**src/rtl/pipe_scroller.sv**
```systemverilog
// Scrolling pipe obstacle generator: NUM_PIPES channels move left each frame,
// wrap to the right with an LFSR-chosen gap, count passed pipes and freeze on collision.
module pipe_scroller #(
  parameter int NUM_PIPES = 3,
  parameter int XW        = 11,
  parameter int SCREEN_W  = 640,
  parameter int PIPE_W    = 40,
  parameter int X_SPACING = 200,
  parameter int GAP_H     = 120,
  parameter int GAP_MIN   = 60,
  parameter int GAP_MAX   = 300,
  parameter int STEP_MAX  = 4,
  parameter int BIRD_X    = 160,
  parameter int SW        = 10,
  parameter logic [15:0] LFSR_SEED = 16'hACE1
) (
  input  logic                    Reset,
  input  logic                    frame_clk,
  input  logic                    start,
  input  logic                    freeze,
  input  logic [2:0]              speed,
  output logic [NUM_PIPES*XW-1:0] pipe_x,
  output logic [NUM_PIPES*10-1:0] pipe_gap_y,
  output logic [SW-1:0]           score,
  output logic                    score_pulse,
  output logic                    running,
  output logic                    halted
);

  typedef enum logic [1:0] {IDLE, RUN, HALT} state_t;

  localparam logic [XW-1:0] WRAP_ADD = XW'(NUM_PIPES * X_SPACING);
  localparam logic [XW-1:0] BIRD_XV  = XW'(BIRD_X);
  localparam logic [9:0]    GAP_INIT = 10'((GAP_MIN + GAP_MAX) / 2);
  localparam logic [SW-1:0] SCORE_MAX = {SW{1'b1}};

  state_t          state;
  logic [15:0]     lfsr;
  logic [XW-1:0]   px     [NUM_PIPES];
  logic [9:0]      gy     [NUM_PIPES];
  logic [XW-1:0]   px_mv  [NUM_PIPES];
  logic [XW-1:0]   px_nxt [NUM_PIPES];
  logic [9:0]      gy_nxt [NUM_PIPES];
  logic [XW-1:0]   step;
  logic            any_cross;

  function automatic logic [XW-1:0] clamp_step(input logic [2:0] s);
    if (s == 3'd0) return XW'(1);
    if (int'(s) > STEP_MAX) return XW'(STEP_MAX);
    return XW'(s);
  endfunction

  function automatic logic [9:0] new_gap(input logic [15:0] l);
    logic [10:0] g;
    g = 11'(GAP_MIN) + {3'b000, l[7:0]};
    return (g > 11'(GAP_MAX)) ? 10'(GAP_MAX) : g[9:0];
  endfunction

  function automatic logic [15:0] lfsr_next(input logic [15:0] l);
    return {1'b0, l[15:1]} ^ (l[0] ? 16'hB400 : 16'h0000);
  endfunction

  function automatic logic [SW-1:0] sat_inc(input logic [SW-1:0] v);
    return (v == SCORE_MAX) ? v : v + SW'(1);
  endfunction

  function automatic logic [XW-1:0] init_x(input int i);
    return XW'(SCREEN_W + PIPE_W + i * X_SPACING);
  endfunction

  // Candidate positions for a RUN move; only one pipe can wrap or cross per edge
  always_comb begin
    step      = clamp_step(speed);
    any_cross = 1'b0;
    for (int i = 0; i < NUM_PIPES; i++) begin
      px_mv[i] = px[i] - step;
      if (px[i] <= step) begin
        px_nxt[i] = px_mv[i] + WRAP_ADD;
        gy_nxt[i] = new_gap(lfsr);
      end else begin
        px_nxt[i] = px_mv[i];
        gy_nxt[i] = gy[i];
        if (px[i] > BIRD_XV && px_mv[i] <= BIRD_XV) any_cross = 1'b1;
      end
    end
  end

  always_ff @(posedge frame_clk or posedge Reset) begin
    if (Reset) begin
      state       <= IDLE;
      running     <= 1'b0;
      halted      <= 1'b0;
      score       <= '0;
      score_pulse <= 1'b0;
      lfsr        <= LFSR_SEED;
      for (int i = 0; i < NUM_PIPES; i++) begin
        px[i] <= init_x(i);
        gy[i] <= GAP_INIT;
      end
    end else begin
      lfsr        <= lfsr_next(lfsr);
      score_pulse <= 1'b0;
      case (state)
        IDLE: begin
          if (start) begin
            state   <= RUN;
            running <= 1'b1;
          end
        end
        RUN: begin
          if (freeze) begin
            state   <= HALT;
            running <= 1'b0;
            halted  <= 1'b1;
          end else begin
            for (int i = 0; i < NUM_PIPES; i++) begin
              px[i] <= px_nxt[i];
              gy[i] <= gy_nxt[i];
            end
            if (any_cross) begin
              score       <= sat_inc(score);
              score_pulse <= 1'b1;
            end
          end
        end
        HALT: begin
          if (start) begin
            state  <= IDLE;
            halted <= 1'b0;
            score  <= '0;
            for (int i = 0; i < NUM_PIPES; i++) begin
              px[i] <= init_x(i);
              gy[i] <= GAP_INIT;
            end
          end
        end
        default: begin
          state   <= IDLE;
          running <= 1'b0;
          halted  <= 1'b0;
        end
      endcase
    end
  end

  always_comb begin
    pipe_x     = '0;
    pipe_gap_y = '0;
    for (int i = 0; i < NUM_PIPES; i++) begin
      pipe_x[i*XW +: XW]     = px[i];
      pipe_gap_y[i*10 +: 10] = gy[i];
    end
  end

endmodule

```
**config.mk**
```make
export PLATFORM = sky130hd
export DESIGN_NAME = pipe_scroller
export DESIGN_NICKNAME = d
export VERILOG_FILES = /design/src/rtl/pipe_scroller.sv
export SDC_FILE = /design/constraint.sdc
export NUM_CORES = 1
export LEC_CHECK = 0
export CORE_MARGIN = 3
export CORE_UTILIZATION = 45
export DETAILED_ROUTE_END_ITERATION = 8
export DONT_BUFFER_PORTS = 1
export PLACE_DENSITY_LB_ADDON = 0.05
export SYNTH_ARGS = -nofsm -noshare
export SYNTH_HDL_FRONTEND = slang
export SYNTH_SLANG_ARGS = --single-unit
```
**constraint.sdc**
```tcl
create_clock -name frame_clk -period 3.16 [get_ports frame_clk]
set_input_delay 0.316 -clock frame_clk [delete_from_list [all_inputs] [get_ports frame_clk]]
set_output_delay 0.316 -clock frame_clk [all_outputs]
set_load 0.01 [all_outputs]
```
**After elaboration in Yosys (flattened, before gate mapping)**

Index checks and enable logic that the tools add are counted.

- Input port bits: 7
- Memory bits (read-only): 0
- Memory bits (writable): 0
- Latch bits: 0
- Memories kept: 0
- Output and inout port bits: 76
- Register bits after elaboration: 94

- Reduce and logical (&&, ||, !) cells: 14
- Eq/ne operators: 12
- Order comparisons: 11
- Multiply operators: 0
- Divide/modulo/power cells: 0
- Shift operators: 0
- Bitwise gates (word level): 3
- Multiplexer cells: 45
- $add $sub $neg: 8

Operators by type and width:

| kind | count |
|---|---|
| 11-bit 2-to-1 mux | 7 |
| 10-bit 2-to-1 mux | 7 |
| 33-bit 2-to-1 mux | 2 |
| 33-bit one-hot mux with 2 select lines | 1 |
| 30-bit 2-to-1 mux | 2 |
| 30-bit one-hot mux with 2 select lines | 1 |
| 11-bit by 10-bit adder with 11-bit output (second input constant) | 3 |
| 11-bit by 8-bit > comparator with 1-bit output (second input constant) | 3 |
| 11-bit less-or-equal comparator | 3 |
| 11-bit by 8-bit less-or-equal comparator with 1-bit output (second input constant) | 3 |
| 11-bit subtractor | 3 |
| 10-bit one-hot mux with 2 select lines | 1 |
| 2-bit inequality test (second input constant) | 9 |
| 1-bit 2-to-1 mux | 16 |
| 16-bit 2-to-1 mux | 1 |
| 15-bit by 16-bit bitwise XOR with 16-bit output | 1 |
| 3-bit AND reduction | 4 |
| 4-bit AND reduction | 3 |
| 10-bit by 1-bit adder with 10-bit output (second input constant) | 1 |
| 10-bit == test (second input constant) | 1 |
| 6-bit by 8-bit adder with 9-bit output (first input constant) | 1 |
| 9-bit > comparator (second input constant) | 1 |
| 9-bit 2-to-1 mux | 1 |
| 2-bit 2-to-1 mux | 3 |
| 11 further kinds | 15 |

**Longest topological paths before layout**

Gate-level depths: netlist of run 1.

- Depth after elaboration: 17
- Mapped depth: 15
- Mapped depth without buffers: 15

**Worst setup path before layout of run 1**

No wires, ideal clock.

- Path type: input port to flip-flop
- Start: input speed[0]
- End: register score[5]
- Stages on the path: 13
- Library setup time: 76 ps
- Data arrival time: 3,045 ps
- Path slack: 39 ps
- Cells stage by stage: inv_1 a21oi_1 ha_1 inv_1 fa_1 a21o_1 or3_1 xnor2_1 nor4_1 o2111ai_1 and3_4 or4_1 a21oi_2

- Word-level cells in the longest chain between the ends: 16
- Elaborated cells on any way between the ends: 28
- Those cells by class: 3 x add/sub; 7 x order compare; 1 x eq/ne; 12 x mux; 5 x reduce/logical

Ends and longest elaborated chain:

| what | line | RTL |
|---|---|---|
| start: declaration | 21 | `input logic [2:0] speed,` |
| 3-bit > comparator | 49 | `if (int'(s) > STEP_MAX) return XW'(STEP_MAX);` |
| 1-bit 2-to-1 mux (2 in series) | 49 |  |
| 11-bit 2-to-1 mux | 50 | `return XW'(s);` |
| 11-bit 2-to-1 mux * | 49 |  |
| 11-bit subtractor | 76 | `px_mv[i] = px[i] - step;` |
| 11-bit by 8-bit less-or-equal comparator with 1-bit output | 83 | `if (px[i] > BIRD_XV && px_mv[i] <= BIRD_XV) any_cross = 1'b1;` |
| 1-bit logical AND | 83 |  |
| 1-bit 2-to-1 mux | 83 |  |
| 1-bit 2-to-1 mux | 77 | `if (px[i] <= step) begin` |
| 1-bit 2-to-1 mux | 83 |  |
| 1-bit 2-to-1 mux | 77 |  |
| 1-bit 2-to-1 mux | 83 |  |
| 1-bit 2-to-1 mux * | 77 |  |
| 2-bit inequality test (no line) * | -- |  |
| 5-bit AND reduction (no line) * | -- |  |
| end signal: assignment | 121 | `score <= sat_inc(score);` |
| end: declaration | 24 | `output logic [SW-1:0] score,` |

Every way passes the cells marked *; elsewhere a longest branch is shown, timed or not. The select of a mux whose other input is x is not followed.
A chain may end at the register's enable or synchronous reset.

**Worst setup path in the final report of run 1**

- Start: register px (netlist bit pipe_x[0])
- End: register score[9]

- Word-level cells in the longest chain between the ends: 11
- Elaborated cells on any way between the ends: 13
- Those cells by class: 1 x add/sub; 3 x order compare; 1 x eq/ne; 6 x mux; 2 x reduce/logical

Ends and longest elaborated chain:

| what | line | RTL |
|---|---|---|
| start: declaration | 39 | `logic [XW-1:0] px [NUM_PIPES];` |
| start signal: indexed assignment | 97 | `px[i] <= init_x(i);` |
| start signal: indexed assignment | 117 | `px[i] <= px_nxt[i];` |
| start signal: indexed assignment | 132 | `px[i] <= init_x(i);` |
| 11-bit subtractor | 76 |  |
| 11-bit by 8-bit less-or-equal comparator with 1-bit output | 83 |  |
| 1-bit logical AND | 83 |  |
| 1-bit 2-to-1 mux | 83 |  |
| 1-bit 2-to-1 mux * | 77 |  |
| 1-bit 2-to-1 mux | 83 |  |
| 1-bit 2-to-1 mux * | 77 |  |
| 1-bit 2-to-1 mux | 83 |  |
| 1-bit 2-to-1 mux * | 77 |  |
| 2-bit inequality test (no line) * | -- |  |
| 5-bit AND reduction (no line) * | -- |  |

Every way passes the cells marked *; elsewhere a longest branch is shown, timed or not.

==> impl_metrics.csv, run 1 <==
group,metric,value,unit
status,status,"complete, but fails checks",
status,violations,"negative setup slack",
floorplanning,rows,39,
setup_path,cpMostUsedCell,"inv_2",
finish,layout_common_cells,"58 x dfrtp_1, 56 x buf_4, 52 x nand2_1",
setup_path,end_kind,"register",
timing,maxSlewHeadroom,41.5,%
setup_path,cp_data_required_time,3.44,ns
synthesis,netlist_area,5450,um^2
power_and_ir_drop,leakagePower,2.64,nW
grt,grt_max_degree,36,
finish,nNetsFinal,638,
setup_path,crit_buf_inv,2,
floorplanning,pin_count,83,
timing,final-hold-violation-count,0,
synthesis,synth-edff-count,0,
synthesis,yosys_register_bits,91,
routing,vias,4477,
synthesis,synth_top_area_cell,"dfrtp_1",
routing,wl_per_cell,18.3,um
synthesis,postSynthCellCount,572,
job,maxCapViolations,0,
setup_path,cpLargestDelayFamily,"simple AND/OR/NAND/NOR gates",
routing,drc,0,
setup_path,path_depth,12,
finish,drive_gt1_share,25.7,%
timing,rsz0062_at_grt,"true",
min_path,hp-class,"in -> reg",
setup_path,worst_path_max_delay_cell,"or4_4",
setup_path,rr_worst_depth,12,
min_path,holdPathStages,3,
grt,antenna_found_initial,0,
finish,nFillCells,1050,
setup_path,path_cells,"inv_2 > ha_4 > inv_2 > fa_2 > a21o_1 > or3_4 > xnor2_4 > nor4_2 > o2111ai_2 > and3_4 > or4_4 > a21oi_2",
clocking,clk_pin_slew,0.07,ns
grt,grt_usage,21.1,%
clocking,cts_tree,"done",
place,pre_cts_slack,-0.168,ns
routing,via_per_inst,5.88,
finish,layout_commonest_cell,"dfrtp_1",
finish,area_delta_synth_final,16.4,%
grt,overflow,0,
synthesis,async_flop_share,100,%
power_and_ir_drop,ir_drop,0.000313,V
power_and_ir_drop,p_total,4.65,mW
routing,finalWirelength,13900,um
synthesis,synth_cell_types,72,
setup_path,arrival,3.51,ns
floorplanning,die_w,116,um
place,gp_congestion,0.957,
timing,setup_viol,8,
setup_path,crit_fanout,5,
clocking,htreeDepth,3,
timing,clock.fmax,0.310,GHz
floorplanning,die_area,13500,um^2
power_and_ir_drop,power_density,734,nW/um^2
place,portBuffers,0,
timing,setup_ws,-0.0706,ns
setup_path,crit_type,"reg -> reg",
synthesis,synth.top_cell.area_share,26.7,%
power_and_ir_drop,power.share.clock,22.8,%
synthesis,ys.flop_type,"dfrtp_1",
clocking,cts_buffer_depth,2,
power_and_ir_drop,p_comb_share,42.3,%
power_and_ir_drop,internal_power,2.79,mW
setup_path,crit_path_start_kind,"register",
routing,initialDrtViolationCount,337,
synthesis,yosysWarnings,0,
grt,grt_pass1_vias,4294,
place,hpwl,9920,um
synthesis,synth_area_leaders,"dfrtp_1 27%, dfstp_2 16%, a21oi_1 3.6%, nand2_1 3.6%, ha_1 3.4%",
clocking,cts.sink_count,91,
timing,skew,0.00485,ns
floorplanning,coreArea,11600,um^2
synthesis,avgSynthCellArea,9.52,um^2
timing,min_period,3.23,ns
power_and_ir_drop,switchingPower,1.86,mW
floorplanning,fp.dieH,116,um
floorplanning,start_util,46.9,%
clocking,clk-insertion-delay-late,0.35,ns
synthesis,yosysSeqAreaShare,42.6,%
routing,ant_nets,0,
power_and_ir_drop,power_frac_seq,34.9,%
clocking,cts_root_buffer,"clkbuf_16",
timing,worst_pin_slew,0.877,ns
grt,grt_pass1_wl,22300,um
routing,dr.pass1.iters,5,
clocking,cts_buffers,9,
setup_path,crit_path_max_incr_delay,0.48,ns
timing,setup_tns,-0.370,ns
timing,report.final.slew_viol_count,0,
finish,antennaDiodeCount,0,
power_and_ir_drop,swShare,40.0,%
timing,period_share,102,%
==> layer usage <==
layer  vias up  track usage, %  routed length [um]
li1       2158               -                   -
met5         -               0                   0
met2       118            32.4                6510
met1      2183            28.9                6400
met3        18            5.07                 765
met4         0            8.58                 265
==> logic make-up (layout without fill, tap and decap cells) <==
group	after synthesis	in the layout	share of synthesized area (%)
simple gates	196	197	19.0
compound gates	152	152	18.3
flops	91	91	42.6
buf+inv	50	93	4.04
xor+xnor	37	37	5.95
mux	27	27	5.49
fa+ha+maj	18	18	4.55
other cells	1	3	0.0689
==> cell type report <==
| class | count | area (um^2) | area share, % |
|---|---|---|---|
| clock buffer | 12 | 256 | 4.05 |
| clock inverter | 4 | 31.3 | 0.494 |
| inverter | 18 | 68.8 | 1.09 |
| multi-input combinational | 434 | 3030 | 47.8 |
| sequential | 91 | 2320 | 36.6 |
| tap | 143 | 179 | 2.82 |
| timing repair buffer | 59 | 453 | 7.15 |
==> worst register-to-register path, stage by stage (launching register included) <==
cell       delay (ns)
dfrtp_1          0.39
inv_2            0.09
ha_4             0.14
inv_2            0.04
fa_2             0.41
a21o_1           0.22
or3_4            0.41
xnor2_4          0.16
nor4_2           0.25
o2111ai_2        0.19
and3_4           0.26
or4_4            0.48
a21oi_2          0.12
==> cell usage after synthesis (all sizes together), types with 5 or more instances <==
| master | count |
|---|---|
| nor2 | 45 |
| xnor2 | 21 |
| inv | 18 |
| nand4 | 7 |
| or3 | 12 |
| or4 | 5 |
| nand3 | 9 |
| o21a | 7 |
| xor2 | 16 |
| buf | 11 |
| clkbuf | 21 |
| nor4 | 6 |
| mux2 | 23 |
| ha | 15 |
| nand2b | 7 |
| nor2b | 5 |
| nand2 | 52 |
| nand4b | 5 |
| o22ai | 7 |
| dfrtp | 58 |
| nand3b | 5 |
| dfstp | 33 |
| nor3 | 14 |
| and3 | 9 |
| a22o | 9 |
| a21oi | 46 |
| o31ai | 7 |
| a31oi | 10 |
| o21ai | 34 |
| nor3b | 5 |
==> state kept, by name, summed over array words and instances, names as in the netlist <==
name and cells:
halted 1, lfsr 16, pipe_gap_y 27, pipe_x 33
running 1, score 10, score_pulse 1, state 2
==> worst paths after layout <==
path / end / slack (ns) / from
worst min register to register: lfsr[7]$_DFF_PP1_ / 0.36 / lfsr[8]$_DFF_PP0_
worst min-delay path: score[1]$_DFFE_PP0P_ / 0.16 / start
worst max-delay path: score[9]$_DFFE_PP0P_ / -0.07 / pipe_x[0]$_DFFE_PP0P_
worst max register to register: score[9]$_DFFE_PP0P_ / -0.07 / pipe_x[0]$_DFFE_PP0P_
max in group asynchronous: pipe_x[26]$_DFFE_PP1P_ / 1.86 / Reset
min in group asynchronous: score[2]$_DFFE_PP0P_ / 0.48 / Reset
==> timing repair <==
| item | CTS | global route |
|---|---|---|
| hold endpoints to repair | 19 | 0 |
| pin swaps | 2 | 16 |
| gates cloned | 0 | 1 |
| setup endpoints to repair | 4 | 10 |
| buffers inserted | 3 | 4 |
| hold buffers | 1 | 0 |
| gates resized for setup | 0 | 22 |
==> metrics by stage <==
stage / instance area [um^2] / hold slack, ns / utilization, % / cells
2_1_floorplan: 5450 / 0.331 / - / 574
3_3_place_gp: 5870 / 0.271 / 50.5 / 736
3_5_place_dp: 5870 / 0.278 / 50.5 / 736
4_1_cts: 6190 / 0.151 / 53.3 / 756
5_1_grt: 6340 / 0.186 / 54.6 / 761
6_report: 6340 / 0.164 / 54.6 / 761
==> power by group through the flow <==
stage	sequential, mW	clock [mW]	combinational (mW)
after floorplan	1.57	0	1.33
after global placement	1.64	0	1.91
after detailed placement	1.64	0	1.93
after CTS	1.63	1.10	1.94
after global routing	1.65	1.13	2.19
final	1.62	1.06	1.97
(Power assumes the default switching activity.)
==> run 2, diff against run 1 <==
==> constraint.sdc (replaced) <==
create_clock -name frame_clk -period 3.08 [get_ports frame_clk]
set_input_delay 0.308 -clock frame_clk [delete_from_list [all_inputs] [get_ports frame_clk]]
set_output_delay 0.308 -clock frame_clk [all_outputs]
set_load 0.01 [all_outputs]
==> run 2 against run 1 <==
The flow still finishes with violations (negative setup slack); first-iteration DRC count shrank 2.4%; sequential power about the same; count of clock-buffer cells in the layout is 1 lower; non-clock buffer count rose by 16; die area unchanged; critical path depth unchanged; total power is 7.3% higher; flip-flop and latch count is the same; sequential share of layout area fell by 1.3 points; utilization up 2.0 points; routed wire length grew 3.4%; register-to-register slack improved by 0.07 ns; largest power group unchanged; highest routed layer unchanged.
==> impl_metrics.csv, run 2 (synthesis gave the netlist of run 1 again) <==
group,metric,value,unit
routing,wl_met1,6980,um
timing,maxSlewHeadroom,40.9,%
routing,wl_per_cell,18.6,um
timing,rsz0062_at_grt,"true",
clocking,clk_pin_slew,0.07,ns
routing,wl_met3,750,um
finish,nNetsFinal,653,
finish,largest_reg_flops,33,
status,violations,"negative setup slack",
routing,ant_nets,0,
timing,setup_ws,-0.00418,ns
timing,setup_viol,1,
grt,grt_max_degree,57,
routing,initialDrtViolationCount,329,
timing,skew,0.00962,ns
setup_path,arrival,3.35,ns
timing,setup_tns,-0.00418,ns
place,portBuffers,0,
routing,via_per_inst,5.81,
routing,drc,0,
power_and_ir_drop,leakagePower,2.73,nW
floorplanning,pin_count,83,
routing,finalWirelength,14400,um
clocking,htreeDepth,3,
min_path,hp-class,"in -> reg",
clocking,cts_buffer_depth,2,
power_and_ir_drop,ir_drop,0.000417,V
routing,dr_wl_met2,6500,um
place,hpwl,10000,um
finish,antennaDiodeCount,0,
floorplanning,die_w,116,um
grt,overflow,0,
setup_path,crit_type,"reg -> reg",
clocking,cts.sink_count,91,
grt,grt_pass1_wl,23300,um
setup_path,end_kind,"register",
routing,dr.pass1.iters,4,
finish,layout_commonest_cell,"buf_4",
setup_path,crit_path_start_kind,"register",
job,maxCapViolations,0,
timing,min_period,3.08,ns
timing,period_share,100,%
floorplanning,rows,39,
finish,layout_common_cells,"71 x buf_4, 58 x dfrtp_1, 52 x nand2_1",
timing,final-hold-violation-count,0,
place,gp_congestion,0.871,
routing,top_layer,"met4",
grt,grt_pass1_vias,4343,
routing,vias,4510,
finish,drive_gt1_share,30.0,%
finish,area_delta_synth_final,20.6,%
grt,grt_usage,21.9,%
timing,worst_pin_slew,0.887,ns
status,status,"complete, but fails checks",
power_and_ir_drop,p_total,4.99,mW
setup_path,cp_data_required_time,3.35,ns
clocking,cts_tree,"done",
floorplanning,fp.dieH,116,um
grt,antenna_found_initial,0,
floorplanning,die_area,13500,um^2
power_and_ir_drop,power_density,760,nW/um^2
finish,final_cells,776,
timing,clock.fmax,0.324,GHz
floorplanning,coreArea,11600,um^2
finish,utilization,56.6,%
clocking,clk-insertion-delay-late,0.34,ns
place,placed_cells,746,
setup_path,crit_fanout,7,
clocking,cts_root_buffer,"clkbuf_16",
clocking,cts_buffers,9,
place,pre_cts_slack,-0.255,ns
floorplanning,start_util,46.9,%
timing,report.final.slew_viol_count,0,
==> run 2: changes by cell type in the layout (fill, tap and decap cells not counted), sizes merged <==
cell    delta
and3       -1
buf       +16
bufinv     +1
clkbuf     -1
clkinv     +1
inv        -1
==> run 2: metrics by stage <==
stage	cell area (um^2)	hold slack (ns)
after floorplan	5460	0.331
after global placement	5960	0.323
after detailed placement	5960	0.324
after CTS	6320	0.144
after global routing	6570	0.151
final	6570	0.159
==> run 2: final timing paths <==
check	start	slack [ns]	depth (start not counted)	end
min in group asynchronous	Reset	0.50	2	score[4]$_DFFE_PP0P_
worst min-delay path	start	0.16	3	halted$_DFFE_PP0P_
worst max-delay path	pipe_x[0]$_DFFE_PP0P_	-0.004	12	score[9]$_DFFE_PP0P_
worst max register to register	pipe_x[0]$_DFFE_PP0P_	-0.004	12	score[9]$_DFFE_PP0P_
worst min register to register	lfsr[12]$_DFF_PP0_	0.35	0	lfsr[11]$_DFF_PP1_
max in group asynchronous	Reset	1.81	3	pipe_x[27]$_DFFE_PP1P_
==> run 2: layer usage <==
metal  GRT usage, %  vias up
met5              0        -
met4           6.81        0
met3           5.33       14
met2           32.3       91
met1           32.0     2235
li1               -     2170
==> run 2: repair_timing <==
| item | in CTS | in global routing |
|---|---|---|
| hold endpoints to repair | 25 | 0 |
| resized for setup | 9 | 36 |
| setup buffers | 4 | 9 |
| setup endpoints to repair | 9 | 11 |
| hold buffers | 1 | 0 |
| pin swaps | 4 | 27 |
==> run 2: critical path, stage by stage, from the launching register on <==
cell and delay, ns:
dfrtp_1 0.39, inv_2 0.09, ha_4 0.14, inv_2 0.04, fa_2 0.40, a21o_1 0.20
or3_4 0.40, xnor2_4 0.17, nor4_4 0.17, o2111ai_2 0.16, and3_4 0.25, or4_4 0.48
a21oi_2 0.13
==> run 2: area by class of cell <==
class                   count  area, um^2
fillers                  1030        5040
multi-input cells         433        3120
clock buffers              11         233
clock inverters             5        61.3
repair buffers             75         586
flip-flops and latches     91        2320
well taps                 143         179
inverters                  18        68.8
==> run 2: report_power, final <==
group | total (mW) | switching [mW] | internal [mW]
combinational | 2.24 | 1.26 | 0.983
clock | 1.11 | 0.478 | 0.636
sequential | 1.64 | 0.229 | 1.41
total | 4.99 | 1.97 | 3.03
==> run 3, diff against run 2 <==
--- a/config.mk
+++ b/config.mk
@@ -10,6 +10,7 @@
 export DETAILED_ROUTE_END_ITERATION = 8
 export DONT_BUFFER_PORTS = 1
 export PLACE_DENSITY_LB_ADDON = 0.05
+export SKIP_CTS_REPAIR_TIMING = 1
 export SYNTH_ARGS = -nofsm -noshare
 export SYNTH_HDL_FRONTEND = slang
 export SYNTH_SLANG_ARGS = --single-unit
==> run 3 against run 2 <==
The flow still finishes with violations (negative setup slack); die area is the same; total power shrank 0.53%; worst setup slack got worse by 0.18 ns; utilization is 0.18 points lower; worst hold slack gained 0.00073 ns; fmax is 5.4% lower; first-iteration DRC count stayed put; via count rose by 0.53%.
==> impl_metrics.csv, run 3 (synthesis gave the netlist of run 1 again) <==
group,metric,value,unit
timing,clock.fmax,0.307,GHz
clocking,cts_buffers,9,
place,place_area,5960,um^2
finish,final_area,6550,um^2
routing,via_per_inst,5.83,
status,violations,"negative setup slack",
setup_path,path_cells,"inv_2 > ha_4 > inv_2 > fa_2 > a21o_1 > or3_4 > xnor2_4 > nor4_2 > o2111ai_2 > and3_4 > buf_6 > buf_6 > or3_1 > a21oi_2",
power_and_ir_drop,p_total,4.97,mW
timing,skew,0.00867,ns
timing,setup_ws,-0.180,ns
floorplanning,coreArea,11600,um^2
setup_path,cpLargestDelayFamily,"simple AND/OR/NAND/NOR gates",
floorplanning,fp.dieH,116,um
routing,vias,4534,
power_and_ir_drop,leakagePower,2.74,nW
finish,largest_reg_flops,33,
floorplanning,start_util,46.9,%
setup_path,crit_path_max_incr_delay,0.40,ns
min_path,holdPathEnd,"halted$_DFFE_PP0P_",
clocking,cts_buffer_depth,2,
routing,ant_nets,0,
grt,grt_usage,21.7,%
finish,drive_gt1_share,29.3,%
status,status,"complete, but fails checks",
grt,overflow,0,
routing,finalWirelength,14400,um
setup_path,r2r_end,"score[3]$_DFFE_PP0P_",
grt,antenna_found_initial,0,
finish,layout_commonest_cell,"buf_4",
timing,setup_tns,-0.874,ns
clocking,htreeDepth,3,
timing,maxSlewHeadroom,45.2,%
setup_path,worst_path_max_delay_cell,"fa_2",
place,portBuffers,0,
setup_path,cp_data_required_time,3.35,ns
setup_path,arrival,3.53,ns
setup_path,crit_fanout,6,
job,maxCapViolations,0,
clocking,cts.sink_count,91,
setup_path,rr_startpoint,"pipe_x[0]$_DFFE_PP0P_",
min_path,hp-class,"in -> reg",
clocking,cts_root_buffer,"clkbuf_16",
finish,nNetsFinal,655,
floorplanning,pin_count,83,
power_and_ir_drop,power_density,759,nW/um^2
timing,report.final.slew_viol_count,0,
min_path,holdPathStages,3,
timing,period_share,106,%
grt,grt_pass1_vias,4315,
setup_path,regToRegSetupSlack,-0.18,ns
timing,worst_pin_slew,0.822,ns
floorplanning,die_area,13500,um^2
min_path,hp-start,"start",
power_and_ir_drop,ir_drop,0.000417,V
setup_path,critPathLaunch,"pipe_x[0]$_DFFE_PP0P_",
setup_path,crit_type,"reg -> reg",
timing,min_period,3.26,ns
place,hpwl,10000,um
clocking,clk_pin_slew,0.07,ns
clocking,clk-insertion-delay-late,0.34,ns
finish,area_delta_synth_final,20.2,%
setup_path,end_kind,"register",
setup_path,crit_buf_inv,4,
floorplanning,rows,39,
grt,grt_pass1_wl,23000,um
routing,wl_per_cell,18.6,um
clocking,cts_tree,"done",
setup_path,crit_path_start_kind,"register",
setup_path,rr_worst_depth,14,
timing,final-hold-violation-count,0,
routing,drc,0,
place,gp_congestion,0.871,
routing,dr.pass1.iters,4,
timing,setup_viol,10,
finish,layout_common_cells,"72 x buf_4, 58 x dfrtp_1, 52 x nand2_1",
grt,grt_max_degree,57,
timing,rsz0062_at_grt,"true",
routing,initialDrtViolationCount,329,
finish,antennaDiodeCount,0,
floorplanning,die_w,116,um
run 3: worst max-delay path by stage:
stage                                      end  slack [ns]  depth (start not counted)
after global routing      score[3]$_DFFE_PP0P_       -0.32                         14
final                     score[3]$_DFFE_PP0P_       -0.18                         14
after floorplan           score[5]$_DFFE_PP0P_        0.02                         13
after detailed placement  score[9]$_DFFE_PP0P_       -0.26                         16
after global placement    score[4]$_DFFE_PP0P_       -0.16                         16
after CTS                 score[9]$_DFFE_PP0P_        -0.1                         12
run 3: metrics by stage:
step / utilization (%) / cells / setup WS [ns] / hold slack (ns)
floorplan: - / 574 / 0.0220 / 0.331
global placement: 51.3 / 746 / -0.165 / 0.323
detailed placement: 51.3 / 746 / -0.255 / 0.324
CTS: 53.8 / 762 / -0.0978 / -0.0500
global route: 56.4 / 778 / -0.316 / 0.151
finish: 56.4 / 778 / -0.180 / 0.160
run 3: area by class of cell:
type                            count  area [um^2]
Fill cell                        1028         5070
Tap cell                          143          179
Clock buffer                       11          233
Multi-Input combinational cell    433         3080
Inverter                           18         68.8
Clock inverter                      5         61.3
Sequential cell                    91         2320
Timing Repair Buffer               77          604
run 3: worst min-delay path, delay by kind of cell:
kind,cells,cell delay [ns]
and+or+nand+nor,2,0.08
AOI/OAI and AO/OA,1,0.07
run 3: report_power, final:
part	internal, mW	switching (mW)
sequential	1.41	0.230
clock	0.636	0.477
combinational	0.976	1.24
total	3.02	1.95
run 3: per-layer routing:
metal,vias to the layer above,part of all wire [%],track usage [%]
li1,2174,-,-
met1,2228,47,31.9
met2,115,46,31.7
met3,17,5.7,5.33
met4,0,1.2,6.81
met5,-,0,0
